===== config.mk =====
export PLATFORM = sky130hd
export DESIGN_NAME = math_axi_lite_slave
export DESIGN_NICKNAME = d
export VERILOG_FILES = /design/src/rtl/math_axi_lite_slave.sv
export SDC_FILE = /design/constraint.sdc
export NUM_CORES = 1
export LEC_CHECK = 0
export BUFFER_PORTS_ARGS = -buffer_cell sky130_fd_sc_hd__buf_2
export CAP_MARGIN = 20
export CORE_MARGIN = 1
export CORE_UTILIZATION = 55
export DETAILED_ROUTE_END_ITERATION = 16
export HOLD_SLACK_MARGIN = 0.05
export PLACE_DENSITY = 0.73
export SYNTH_ARGS = -nofsm -noshare
export SYNTH_HDL_FRONTEND = slang
export SYNTH_SLANG_ARGS = --single-unit

===== constraint.sdc =====
create_clock -name S_AXI_ACLK -period 5.3 [get_ports S_AXI_ACLK]
set_input_delay 0.265 -clock S_AXI_ACLK [delete_from_list [all_inputs] [get_ports S_AXI_ACLK]]
set_output_delay 0.265 -clock S_AXI_ACLK [all_outputs]
set_load 0.05 [all_outputs]

===== src/rtl/math_axi_lite_slave.sv =====
// AXI4-Lite register slave fronting an iterative 32x32 shift-add multiplier.
// Define MATH_AXI_IRQ_EN to add the irq output and the CTRL.IRQ_ENABLE bit.
module math_axi_lite_slave #(
  parameter int C_S_AXI_DATA_WIDTH = 32,
  parameter int C_S_AXI_ADDR_WIDTH = 5
) (
  input  logic                            S_AXI_ACLK,
  input  logic                            S_AXI_ARESET,
  input  logic [C_S_AXI_ADDR_WIDTH-1:0]   S_AXI_AWADDR,
  input  logic [2:0]                      S_AXI_AWPROT,
  input  logic                            S_AXI_AWVALID,
  output logic                            S_AXI_AWREADY,
  input  logic [C_S_AXI_DATA_WIDTH-1:0]   S_AXI_WDATA,
  input  logic [C_S_AXI_DATA_WIDTH/8-1:0] S_AXI_WSTRB,
  input  logic                            S_AXI_WVALID,
  output logic                            S_AXI_WREADY,
  output logic [1:0]                      S_AXI_BRESP,
  output logic                            S_AXI_BVALID,
  input  logic                            S_AXI_BREADY,
  input  logic [C_S_AXI_ADDR_WIDTH-1:0]   S_AXI_ARADDR,
  input  logic [2:0]                      S_AXI_ARPROT,
  input  logic                            S_AXI_ARVALID,
  output logic                            S_AXI_ARREADY,
  output logic [C_S_AXI_DATA_WIDTH-1:0]   S_AXI_RDATA,
  output logic [1:0]                      S_AXI_RRESP,
  output logic                            S_AXI_RVALID,
  input  logic                            S_AXI_RREADY
`ifdef MATH_AXI_IRQ_EN
  ,
  output logic                            irq
`endif
);

  localparam int DW = C_S_AXI_DATA_WIDTH;
  localparam int SW = DW / 8;

  typedef enum logic {
    S_IDLE,
    S_RUN
  } state_t;

  state_t state_q, state_d;

  logic          awready_q;
  logic          wready_q;
  logic          bvalid_q;
  logic          arready_q;
  logic          rvalid_q;
  logic [DW-1:0] rdata_q;

  logic [DW-1:0] op_a_q;
  logic [DW-1:0] op_b_q;
  logic [DW-1:0] scratch_q;
  logic [DW-1:0] res_lo_q;
  logic [DW-1:0] res_hi_q;
  logic          done_q;

  logic [2*DW-1:0] mcand_q;
  logic [2*DW-1:0] acc_q;
  logic [2*DW-1:0] acc_next;
  logic [DW-1:0]   mplier_q;
  logic [4:0]      count_q;

  logic          wr_en;
  logic          rd_en;
  logic [2:0]    wr_idx;
  logic [2:0]    rd_idx;
  logic          busy;
  logic          start_go;
  logic          done_set;
  logic          done_clr;
  logic [DW-1:0] ctrl_rd;
  logic [DW-1:0] rd_mux;

  logic unused_ok;
  assign unused_ok = ^{S_AXI_AWPROT, S_AXI_ARPROT,
                       S_AXI_AWADDR[1:0], S_AXI_ARADDR[1:0]};

  function automatic logic [DW-1:0] merge(
    input logic [DW-1:0] old_v,
    input logic [DW-1:0] new_v,
    input logic [SW-1:0] strb
  );
    logic [DW-1:0] v;
    v = old_v;
    for (int i = 0; i < SW; i++) begin
      if (strb[i]) v[i*8 +: 8] = new_v[i*8 +: 8];
    end
    return v;
  endfunction

  assign wr_en  = awready_q & wready_q & S_AXI_AWVALID & S_AXI_WVALID;
  assign rd_en  = arready_q & S_AXI_ARVALID;
  assign wr_idx = S_AXI_AWADDR[4:2];
  assign rd_idx = S_AXI_ARADDR[4:2];
  assign busy   = (state_q == S_RUN);

  assign start_go = wr_en & (wr_idx == 3'd2) & S_AXI_WSTRB[0]
                  & S_AXI_WDATA[0] & ~busy;
  assign done_set = busy & (count_q == 5'd31);
  assign done_clr = wr_en & (wr_idx == 3'd3) & S_AXI_WSTRB[0]
                  & S_AXI_WDATA[1];

  assign acc_next = acc_q + (mplier_q[0] ? mcand_q : '0);

  assign S_AXI_AWREADY = awready_q;
  assign S_AXI_WREADY  = wready_q;
  assign S_AXI_BVALID  = bvalid_q;
  assign S_AXI_BRESP   = 2'b00;
  assign S_AXI_ARREADY = arready_q;
  assign S_AXI_RVALID  = rvalid_q;
  assign S_AXI_RDATA   = rdata_q;
  assign S_AXI_RRESP   = 2'b00;

  always_ff @(posedge S_AXI_ACLK) begin
    if (S_AXI_ARESET) begin
      awready_q <= 1'b0;
      wready_q  <= 1'b0;
      bvalid_q  <= 1'b0;
      arready_q <= 1'b0;
      rvalid_q  <= 1'b0;
      rdata_q   <= '0;
    end else begin
      awready_q <= S_AXI_AWVALID & S_AXI_WVALID
                 & ~bvalid_q & ~awready_q;
      wready_q  <= S_AXI_AWVALID & S_AXI_WVALID
                 & ~bvalid_q & ~awready_q;
      if (wr_en) begin
        bvalid_q <= 1'b1;
      end else if (S_AXI_BREADY) begin
        bvalid_q <= 1'b0;
      end
      arready_q <= S_AXI_ARVALID & ~rvalid_q & ~arready_q;
      // Capture uses pre-edge register values, so a colliding write is not seen
      if (rd_en) begin
        rvalid_q <= 1'b1;
        rdata_q  <= rd_mux;
      end else if (S_AXI_RREADY) begin
        rvalid_q <= 1'b0;
      end
    end
  end

`ifdef MATH_AXI_IRQ_EN
  logic irq_en_q;
  logic irq_q;

  always_ff @(posedge S_AXI_ACLK) begin
    if (S_AXI_ARESET) begin
      irq_en_q <= 1'b0;
      irq_q    <= 1'b0;
    end else begin
      if (wr_en && wr_idx == 3'd2 && S_AXI_WSTRB[0]) begin
        irq_en_q <= S_AXI_WDATA[1];
      end
      irq_q <= done_q & irq_en_q;
    end
  end

  assign irq     = irq_q;
  assign ctrl_rd = {{(DW-2){1'b0}}, irq_en_q, 1'b0};
`else
  assign ctrl_rd = '0;
`endif

  always_comb begin
    rd_mux = '0;
    case (rd_idx)
      3'd0:    rd_mux = op_a_q;
      3'd1:    rd_mux = op_b_q;
      3'd2:    rd_mux = ctrl_rd;
      3'd3:    rd_mux = {{(DW-2){1'b0}}, done_q, busy};
      3'd4:    rd_mux = res_lo_q;
      3'd5:    rd_mux = res_hi_q;
      3'd6:    rd_mux = scratch_q;
      default: rd_mux = '0;
    endcase
  end

  always_comb begin
    state_d = state_q;
    case (state_q)
      S_IDLE:  if (start_go) state_d = S_RUN;
      S_RUN:   if (count_q == 5'd31) state_d = S_IDLE;
      default: state_d = S_IDLE;
    endcase
  end

  always_ff @(posedge S_AXI_ACLK) begin
    if (S_AXI_ARESET) begin
      state_q <= S_IDLE;
    end else begin
      state_q <= state_d;
    end
  end

  always_ff @(posedge S_AXI_ACLK) begin
    if (S_AXI_ARESET) begin
      op_a_q    <= '0;
      op_b_q    <= '0;
      scratch_q <= '0;
      res_lo_q  <= '0;
      res_hi_q  <= '0;
      done_q    <= 1'b0;
      mcand_q   <= '0;
      mplier_q  <= '0;
      acc_q     <= '0;
      count_q   <= '0;
    end else begin
      if (wr_en && wr_idx == 3'd0) begin
        op_a_q <= merge(op_a_q, S_AXI_WDATA, S_AXI_WSTRB);
      end
      if (wr_en && wr_idx == 3'd1) begin
        op_b_q <= merge(op_b_q, S_AXI_WDATA, S_AXI_WSTRB);
      end
      if (wr_en && wr_idx == 3'd6) begin
        scratch_q <= merge(scratch_q, S_AXI_WDATA, S_AXI_WSTRB);
      end
      // Operands are snapshotted so later register writes leave the run intact
      if (start_go) begin
        mcand_q  <= {{DW{1'b0}}, op_a_q};
        mplier_q <= op_b_q;
        acc_q    <= '0;
        count_q  <= '0;
      end else if (busy) begin
        mcand_q  <= mcand_q << 1;
        mplier_q <= mplier_q >> 1;
        acc_q    <= acc_next;
        count_q  <= count_q + 5'd1;
      end
      if (done_set) begin
        res_lo_q <= acc_next[DW-1:0];
        res_hi_q <= acc_next[2*DW-1:DW];
      end
      if (done_set) begin
        done_q <= 1'b1;
      end else if (done_clr) begin
        done_q <= 1'b0;
      end
    end
  end

endmodule


==> results of run 1 <==
-- state kept, by name, summed over array words and instances (netlist names) --
signal and flops:
mplier_q 32, S_AXI_ARREADY 1, op_a_q 32, scratch_q 32, res_hi_q 32, S_AXI_BVALID 1, res_lo_q 32, done_q 1
op_b_q 32, S_AXI_RVALID 1, mcand_q 64, S_AXI_WREADY 1, S_AXI_RDATA 32, count_q 5, acc_q 64, busy 1
-- metrics by stage --
| stage | instance area (um^2) | std cells |
|---|---|---|
| after floorplan | 19400 | 2456 |
| after global placement | 19900 | 2844 |
| after detailed placement | 19900 | 2844 |
| after CTS | 21500 | 2949 |
| after global routing | 21500 | 2949 |
| final | 21500 | 2949 |
-- report_power, final --
| group | total [uW] | switching, uW | internal [uW] |
|---|---|---|---|
| registers | 2730 | 1.92 | 2730 |
| clock network | 2710 | 1110 | 1600 |
| logic | 201 | 146 | 55.0 |
| total | 5650 | 1260 | 4390 |
-- timing repair --
item | CTS | global route
resized for setup | 0 | 0
hold buffers | 37 | 0
hold endpoints to repair | 97 | 0
-- worst paths after layout --
check / slack, ps / cells past startpoint / to / startpoint
min: 120 / 4 / done_q / S_AXI_AWADDR[2]
max: 1380 / 12 / acc_q[43] / mplier_q[0]
max reg2reg: 1380 / 12 / acc_q[43] / mplier_q[0]
min reg2reg: 450 / 1 / S_AXI_ARREADY / S_AXI_ARREADY
-- kinds of logic after synthesis --
group / synth area share [%]
simple gates: 22.9
compound gates: 18.2
flops: 37.6
buf+inv: 4.24
mux: 10.3
fa+ha+maj: 4.31
xor+xnor: 2.45
other cells: 0.0194
-- area by class of cell --
class / count / area, um^2 / area share (%)
Multi-Input combinational cell: 1887 / 11300 / 52.5
Timing Repair Buffer: 151 / 1020 / 4.75
Tap cell: 455 / 569 / 2.65
Inverter: 25 / 93.8 / 0.436
Sequential cell: 363 / 7270 / 33.8
Clock inverter: 6 / 60.1 / 0.279
Clock buffer: 62 / 1200 / 5.60
-- cell usage after synthesis, types with 22 or more instances --
master	n
xnor2_1	33
and2_1	72
ha_1	65
o21ai_0	95
mux2i_1	165
a22oi_1	34
nand3_1	107
dfxtp_1	363
nor2_1	308
buf_1	22
a21oi_1	313
nand4_1	30
inv_1	25
nand2_1	353
nor3_1	32
clkbuf_1	138
-- metal layers --
layer / share of wire (%) / GRT usage [%]
met1: 44 / 42.0
met4: 3.6 / 13.1
met2: 46 / 52.4
met3: 6.0 / 3.73
met5: 0 / 0
-- critical path, cell delays in order, from the launching register on --
cell	delay [ps]
dfxtp_1	380
buf_4	370
and2_1	200
ha_1	290
a21oi_1	250
o21ai_0	210
a21oi_1	300
nand3b_1	100
a2111oi_0	730
nor2_1	300
a21oi_1	400
or4_1	170
nand3_1	60
==> impl_metrics.env, run 1 <==
export IMPL_tns_ps=0
export IMPL_finClkSkew_ps=16.2
export IMPL_grt_use_total_pct=31.7
export IMPL_status="finished clean"
export IMPL_synth_seq_cells=363
export IMPL_cts_root_buf="clkbuf_16"
export IMPL_max_freq_mhz=255
export IMPL_drt_initial_drc_count=1367
export IMPL_clock_latency_ps=540
export IMPL_initial_core_util_pct=56.0
export IMPL_synth_warnings=0
export IMPL_finalPower_uw=5650
export IMPL_drive_gt1_share_pct=8.62
export IMPL_vias=17900
export IMPL_powerDensity_mw_per_mm2=262
export IMPL_syn_cell_area_mm2=0.0193
export IMPL_gr_total_overflow=0
export IMPL_port_buffers=85
export IMPL_drc=0
export IMPL_fin_crit_sh_pct=73.9
export IMPL_synth_top_cell_by_area="dfxtp_1"
export IMPL_cts_tree="done"
export IMPL_antenna_found_initial=0
export IMPL_fin_util_pct=62.3
export IMPL_drt_wirelength_per_cell_um=19.5
export IMPL_cp_start_kind="register"
export IMPL_vias_per_cell=6.06
export IMPL_seq_area_frac_synth_pct=37.6
export IMPL_synth_top_cells_by_area="dfxtp_1, mux2i_1, a21oi_1"
export IMPL_min_period_ps=3920
export IMPL_fp_dieArea_mm2=0.0359
export IMPL_maxCapViolCount=0
export IMPL_io_pins=100
export IMPL_synth_edf_count=0
export IMPL_clockBufferDepth=3
export IMPL_finalWeightedCongestion=0.960
export IMPL_core_area_mm2=0.0345
export IMPL_ant_nets=0
export IMPL_setup_ws_ps=1380
export IMPL_syn_area_per_cell_um2=7.88
export IMPL_synthFlopType="dfxtp_1"
export IMPL_layout_common_cells="dfxtp_1, nand2_1, a21oi_1, nor2_1, mux2i_1"
export IMPL_cts_sinks=363
export IMPL_min_path_type="primary input to register"
export IMPL_finalSetupViolCount=0
export IMPL_grt_pass1_vias=16800
export IMPL_cp_required_ps=5720
export IMPL_synth_cell_types=74
export IMPL_routed_wl_um=57500
export IMPL_rows=68
export IMPL_hold_slack_ps=120
export IMPL_die_h_um=190
export IMPL_slew_viol_final=0
export IMPL_cts_setup_buffers=0
export IMPL_die_w_um=190
export IMPL_dp_slack_ps=1420
export IMPL_ir_drop_mv=0.267
export IMPL_cp_end_kind="register"
export IMPL_grt_pass1_wl_um=91400
export IMPL_p_leak_uw=0.00835
export IMPL_dpl_hpwl_um=40900
export IMPL_clk_pin_slew_ps=60
export IMPL_worst_slew_pin_slew_ps=1080
export IMPL_diodes=0
export IMPL_ctsHtreeMaxLevel=2
export IMPL_area_delta_synth_final_pct=11.2
export IMPL_synthCells=2453
export IMPL_cp_data_arrival_time_ps=4330
export IMPL_fillers=3083
export IMPL_final_common_cell="dfxtp_1"
export IMPL_path_class="register to register"
export IMPL_final_hold_violation_count=0
export IMPL_async_flop_share_pct=0
export IMPL_yosysTopAreaCellShare_pct=37.6
export IMPL_final_nets=2592
export IMPL_relSlewSlack_pct=28.3
export IMPL_timing_critical_path_fanout_max=37
export IMPL_grt_max_degree=100
export IMPL_rsz0062_at_grt="false"
export IMPL_numCtsBuffers=39
export IMPL_dr_pass1_iters=5
No activity file was read; power rests on OpenSTA's default activity.
==> inputs of run 2 (changes only) <==
ABC_AREA = 1   (was default)
PLACE_DENSITY = 0.75   (was 0.73)
clock period = 3.3 ns   (was 5.3 ns; I/O delays follow)
==> impl_metrics.env, run 2 <==
export IMPL_synth_seq_cells=363
export IMPL_io_pins=100
export IMPL_seq_power_share_pct=45.7
export IMPL_min_path_type="primary input to register"
export IMPL_async_flop_share_pct=0
export IMPL_die_w_um=199
export IMPL_die_h_um=199
export IMPL_clk_pin_slew_ps=60
export IMPL_ir_drop_mv=0.430
export IMPL_cts_root_buf="clkbuf_16"
export IMPL_yosysMostFrequentCell="nand2_1"
export IMPL_fin_util_pct=63.2
export IMPL_switching_share_pct=22.6
export IMPL_synthFlopType="dfxtp_1"
export IMPL_min_period_ps=3020
export IMPL_worst_slew_pin_slew_ps=1100
export IMPL_top_usage_layer="met2"
export IMPL_fp_dieArea_mm2=0.0395
export IMPL_grt_pass1_vias=19600
export IMPL_cp_end_kind="register"
export IMPL_finalWeightedCongestion=0.994
export IMPL_timing_critical_path_fanout_max=23
export IMPL_ant_nets=0
export IMPL_p_clk_share_pct=51.2
export IMPL_max_freq_mhz=332
export IMPL_syn_area_per_cell_um2=6.15
export IMPL_ctsHtreeMaxLevel=2
export IMPL_cts_tree="done"
export IMPL_powerDensity_mw_per_mm2=400
export IMPL_synth_top_cell_by_area="dfxtp_1"
export IMPL_drt_initial_drc_count=2084
export IMPL_drc=0
export IMPL_setup_ws_ps=284
export IMPL_final_hold_violation_count=0
export IMPL_clockBufferDepth=3
export IMPL_tns_ps=0
export IMPL_grt_max_degree=181
export IMPL_drt_wirelength_per_cell_um=17.5
export IMPL_finalSetupViolCount=0
export IMPL_placed_area_mm2=0.0221
export IMPL_cp_required_ps=3770
export IMPL_slew_viol_final=0
export IMPL_initial_core_util_pct=56.2
export IMPL_reg2reg_depth=18
export IMPL_clock_latency_ps=590
export IMPL_seq_area_frac_synth_pct=34.1
export IMPL_maxCapViolCount=0
export IMPL_syn_cell_area_mm2=0.0213
export IMPL_diodes=0
export IMPL_internal_power_uw=7430
export IMPL_synth_warnings=0
export IMPL_synth_edf_count=0
export IMPL_p_leak_uw=0.0125
export IMPL_cts_sinks=363
export IMPL_dpl_hpwl_um=53700
export IMPL_vias_per_cell=5.33
export IMPL_antenna_found_initial=0
export IMPL_top_regs="acc_q: 64 flops, mcand_q: 64 flops"
export IMPL_drive_gt1_share_pct=8.64
export IMPL_synth_cell_types=45
export IMPL_port_buffers=85
export IMPL_rsz0062_at_grt="false"
export IMPL_final_nets=3657
export IMPL_routed_wl_um=71200
export IMPL_met3_usage_pct=6.34
export IMPL_dp_slack_ps=269
export IMPL_grt_pass1_wl_um=108000
export IMPL_dr_pass1_iters=5
export IMPL_ys_top_cells_by_count="nand2_1, inv_1, dfxtp_1"
export IMPL_relSlewSlack_pct=26.6
export IMPL_status="finished clean"
export IMPL_gr_total_overflow=0
export IMPL_finalPower_uw=9600
export IMPL_layout_common_cells="nand2_1, inv_1, dfxtp_1, nor2_1, o21ai_0"
export IMPL_cp_start_kind="register"
export IMPL_synth_top_cells_by_area="dfxtp_1, nand2_1, inv_1"
export IMPL_finClkSkew_ps=33.5
export IMPL_use_met1_pct=49.9
export IMPL_path_class="register to register"
export IMPL_switchingPower_uw=2170
export IMPL_fin_area_mm2=0.0240
export IMPL_rows=71
export IMPL_core_area_mm2=0.0379
export IMPL_final_common_cell="nand2_1"
export IMPL_numCtsBuffers=41
export IMPL_grt_use_total_pct=35.8
export IMPL_pwr_share_comb_pct=3.1
export IMPL_area_delta_synth_final_pct=12.5
export IMPL_hold_depth=5
export IMPL_synthCells=3467
export IMPL_grt_use_met2_pct=55.3
export IMPL_yosysTopAreaCellShare_pct=34.1
export IMPL_cp_data_arrival_time_ps=3490
export IMPL_fin_crit_sh_pct=91.4
export IMPL_vias=21700
==> run 2: cell count changes in the layout (fill, tap and decap cells not counted), moves of 38 or more <==
cell and change:
and2_1 -70, inv_1 +675, nand3_1 +38, o21ai_0 +107
nor2_1 -47, o221ai_1 +50, mux2i_1 -165, a21oi_1 -116
nand2_1 +729, nand2_2 +51
==> run 2: per-stage QoR <==
step	hold slack, ps	instances
floorplan	284	3470
global placement	409	3960
detailed placement	417	3960
CTS	63.4	4076
global route	110	4076
finish	98.0	4076
==> run 2: power by group through the flow <==
stage | Sequential (uW) | Clock (uW) | Combinational (uW)
2_1_floorplan | 4490 | 0 | 143
3_3_place_gp | 4490 | 0 | 248
3_5_place_dp | 4490 | 0 | 251
4_1_cts | 4390 | 4960 | 288
5_1_grt | 4390 | 5130 | 314
6_report | 4390 | 4910 | 296
==> run 2: logic make-up after synthesis <==
group | count (synthesis) | synth area share (%)
and+or+nand+nor | 1613 | 31.2
buffers and inverters | 853 | 15.4
AOI/OAI and AO/OA | 540 | 14.1
DFF | 363 | 34.1
adders and majority gates | 66 | 3.91
xor gates and xnor gates | 31 | 1.27
other | 1 | 0.0176
==> run 2: final timing paths <==
check,from,endpoint,slack [ps]
setup reg to reg,mplier_q[0],acc_q[54],280
setup / recovery,mplier_q[0],acc_q[54],280
hold / removal,S_AXI_WSTRB[2],op_a_q[18],100
hold reg to reg,S_AXI_ARREADY,S_AXI_ARREADY,450
==> run 2: routing by layer <==
layer | vias to the layer above | part of all wire, %
met2 | 856 | 43
met1 | 10000 | 45
met5 | - | 0
met4 | 0 | 3.1
li1 | 10700 | -
met3 | 112 | 9.0
==> run 2: worst max-delay path, cell delays in order (launching register included) <==
cell and delay, ps:
dfxtp_2 470, buf_4 370, nand2_1 90, inv_1 80, ha_1 310, nand2_1 170
inv_1 50, nand2_1 60, nand2_1 120, nand2_1 100, nand2_1 120, inv_1 90
nand2_1 50, a21oi_1 380, nand2_1 100, nand2_1 100, nand3_1 90, nand2_1 100
inv_1 50
==> run 2: timing repair <==
item                       in CTS  in global routing
setup buffers                   0                  0
setup endpoints to repair       0                  2
hold endpoints to repair      106                  0
resized for setup               0                  1
hold buffers                   40                  0
==> run 2: final cells by class <==
cell class | instances | area, um^2
flip-flops and latches | 363 | 7270
clock inverters | 11 | 216
multi-input cells | 2254 | 10800
well taps | 511 | 639
clock buffers | 65 | 1260
inverters | 721 | 2710
repair buffers | 151 | 1080
fillers | 3601 | 14000
==> inputs of run 3 (changes only) <==
BUFFER_PORTS_ARGS = default   (was -buffer_cell sky130_fd_sc_hd__buf_2)
CORE_MARGIN = 2   (was 1)
DONT_BUFFER_PORTS = 1   (was default)
PLACE_DENSITY = 0.73   (was 0.75)
==> impl_metrics.env, run 3 (same netlist as run 2, synthesis figures left out) <==
export IMPL_fin_crit_sh_pct=86.4
export IMPL_vias_per_cell=5.34
export IMPL_initial_core_util_pct=55.4
export IMPL_rsz0062_at_grt="false"
export IMPL_vias=21500
export IMPL_gr_total_overflow=0
export IMPL_cp_data_arrival_time_ps=3310
export IMPL_max_freq_mhz=351
export IMPL_fp_dieArea_mm2=0.0403
export IMPL_grt_pass1_vias=20100
export IMPL_finClkSkew_ps=21.8
export IMPL_drive_gt1_share_pct=6.51
export IMPL_dp_slack_ps=532
export IMPL_die_h_um=201
export IMPL_dpl_hpwl_um=53000
export IMPL_drc=0
export IMPL_setup_ws_ps=450
export IMPL_drt_wirelength_per_cell_um=17.6
export IMPL_hold_buffers=63
export IMPL_dr_pass1_iters=6
export IMPL_core_area_mm2=0.0385
export IMPL_crit_chain="buf_12, nand2_1, inv_1, ha_1, nand2_2, nor2_2, nand2_1, inv_1, nand2_1, nor2_1, nand2_1, nand3_1, nand3_1, nand2_1, inv_1"
export IMPL_fin_util_pct=62.0
export IMPL_status="finished clean"
export IMPL_drt_initial_drc_count=1963
export IMPL_final_common_cell="nand2_1"
export IMPL_cts_root_buf="clkbuf_16"
export IMPL_dp_cells=3886
export IMPL_min_path_type="primary input to register"
export IMPL_final_nets=3600
export IMPL_grt_max_degree=84
export IMPL_p_leak_uw=0.0123
export IMPL_powerDensity_mw_per_mm2=400
export IMPL_clk_pin_slew_ps=60
export IMPL_cts_resized=0
export IMPL_diodes=0
export IMPL_ctsHtreeMaxLevel=2
export IMPL_area_delta_synth_final_pct=11.9
export IMPL_relSlewSlack_pct=45.4
export IMPL_min_period_ps=2850
export IMPL_worst_slew_pin_slew_ps=820
export IMPL_worst_path_largest_cell_delay_ps=440
export IMPL_grt_pass1_wl_um=110000
export IMPL_clockBufferDepth=3
export IMPL_tns_ps=0
export IMPL_finalSetupViolCount=0
export IMPL_numCtsBuffers=40
export IMPL_io_pins=100
export IMPL_rows=72
export IMPL_layout_common_cells="nand2_1, inv_1, dfxtp_1, nor2_1, o21ai_0"
export IMPL_clock_latency_ps=580
export IMPL_ant_nets=0
export IMPL_slew_viol_final=0
export IMPL_antenna_found_initial=0
export IMPL_cp_num_buf_inv=4
export IMPL_cts_setup_buffers=0
export IMPL_top_regs="acc_q: 64 flops, mcand_q: 64 flops"
export IMPL_grt_use_total_pct=34.7
export IMPL_path_class="register to register"
export IMPL_stdcell_count=4022
export IMPL_cp_end_kind="register"
export IMPL_crit_family="simple AND/OR/NAND/NOR gates"
export IMPL_cp_start_kind="register"
export IMPL_fin_area_mm2=0.0238
export IMPL_placed_area_mm2=0.0217
export IMPL_cts_tree="done"
export IMPL_cpMaxStageDelayCell="ha_1"
export IMPL_timing_critical_path_fanout_max=28
export IMPL_cts_sinks=363
export IMPL_routed_wl_um=70900
export IMPL_maxCapViolCount=0
export IMPL_ir_drop_mv=0.562
export IMPL_port_buffers=0
export IMPL_finalWeightedCongestion=0.991
export IMPL_path_common_cell="nand2_1"
export IMPL_cp_required_ps=3760
export IMPL_die_w_um=201
export IMPL_final_hold_violation_count=0
## run 3: per-stage QoR
| step | hold WS, ps | power [uW] |
|---|---|---|
| finish | 72.3 | 9530 |
| global route | 85.8 | 9760 |
| CTS | 52.8 | 9560 |
| detailed placement | 242 | 4670 |
| global placement | 241 | 4670 |
| floorplan | 284 | 4640 |
## run 3: tightest hold or removal path: cells and delay by family
kind             cells  cell delay [ps]
AND/OR/NAND/NOR      2              100
AO/OA/AOI/OAI        3              330
## run 3: power by group
group	switching (uW)	internal, uW
logic	196	77.3
registers	8.53	4390
clock network	1930	2940
total	2130	7400
## run 3: metal layers
layer / track usage, % / up-vias / wire (um)
li1: - / 10600 / -
met1: 49.7 / 9940 / 32700
met2: 54.7 / 804 / 31100
met3: 4.25 / 111 / 5260
met4: 10.2 / 0 / 1860
met5: 0 / - / 0
## run 3: worst paths after layout
kind                            cells after the start               to             from  slack, ps
worst max-delay path                               15        acc_q[54]      mplier_q[0]        450
worst min-delay path                                5  S_AXI_RDATA[24]  S_AXI_ARADDR[3]         70
worst max register to register                     15        acc_q[54]      mplier_q[0]        450
worst min register to register                      2    scratch_q[19]    scratch_q[19]        450
## run 3: area by class of cell
class                      instances  area [um^2]
fill                            3728        14600
multi-input combinational       2254        10800
sequential                       363         7270
inverter                         721         2710
clock buffer                      57         1200
timing repair buffer              95          991
tap                              518          648
clock inverter                    14          241
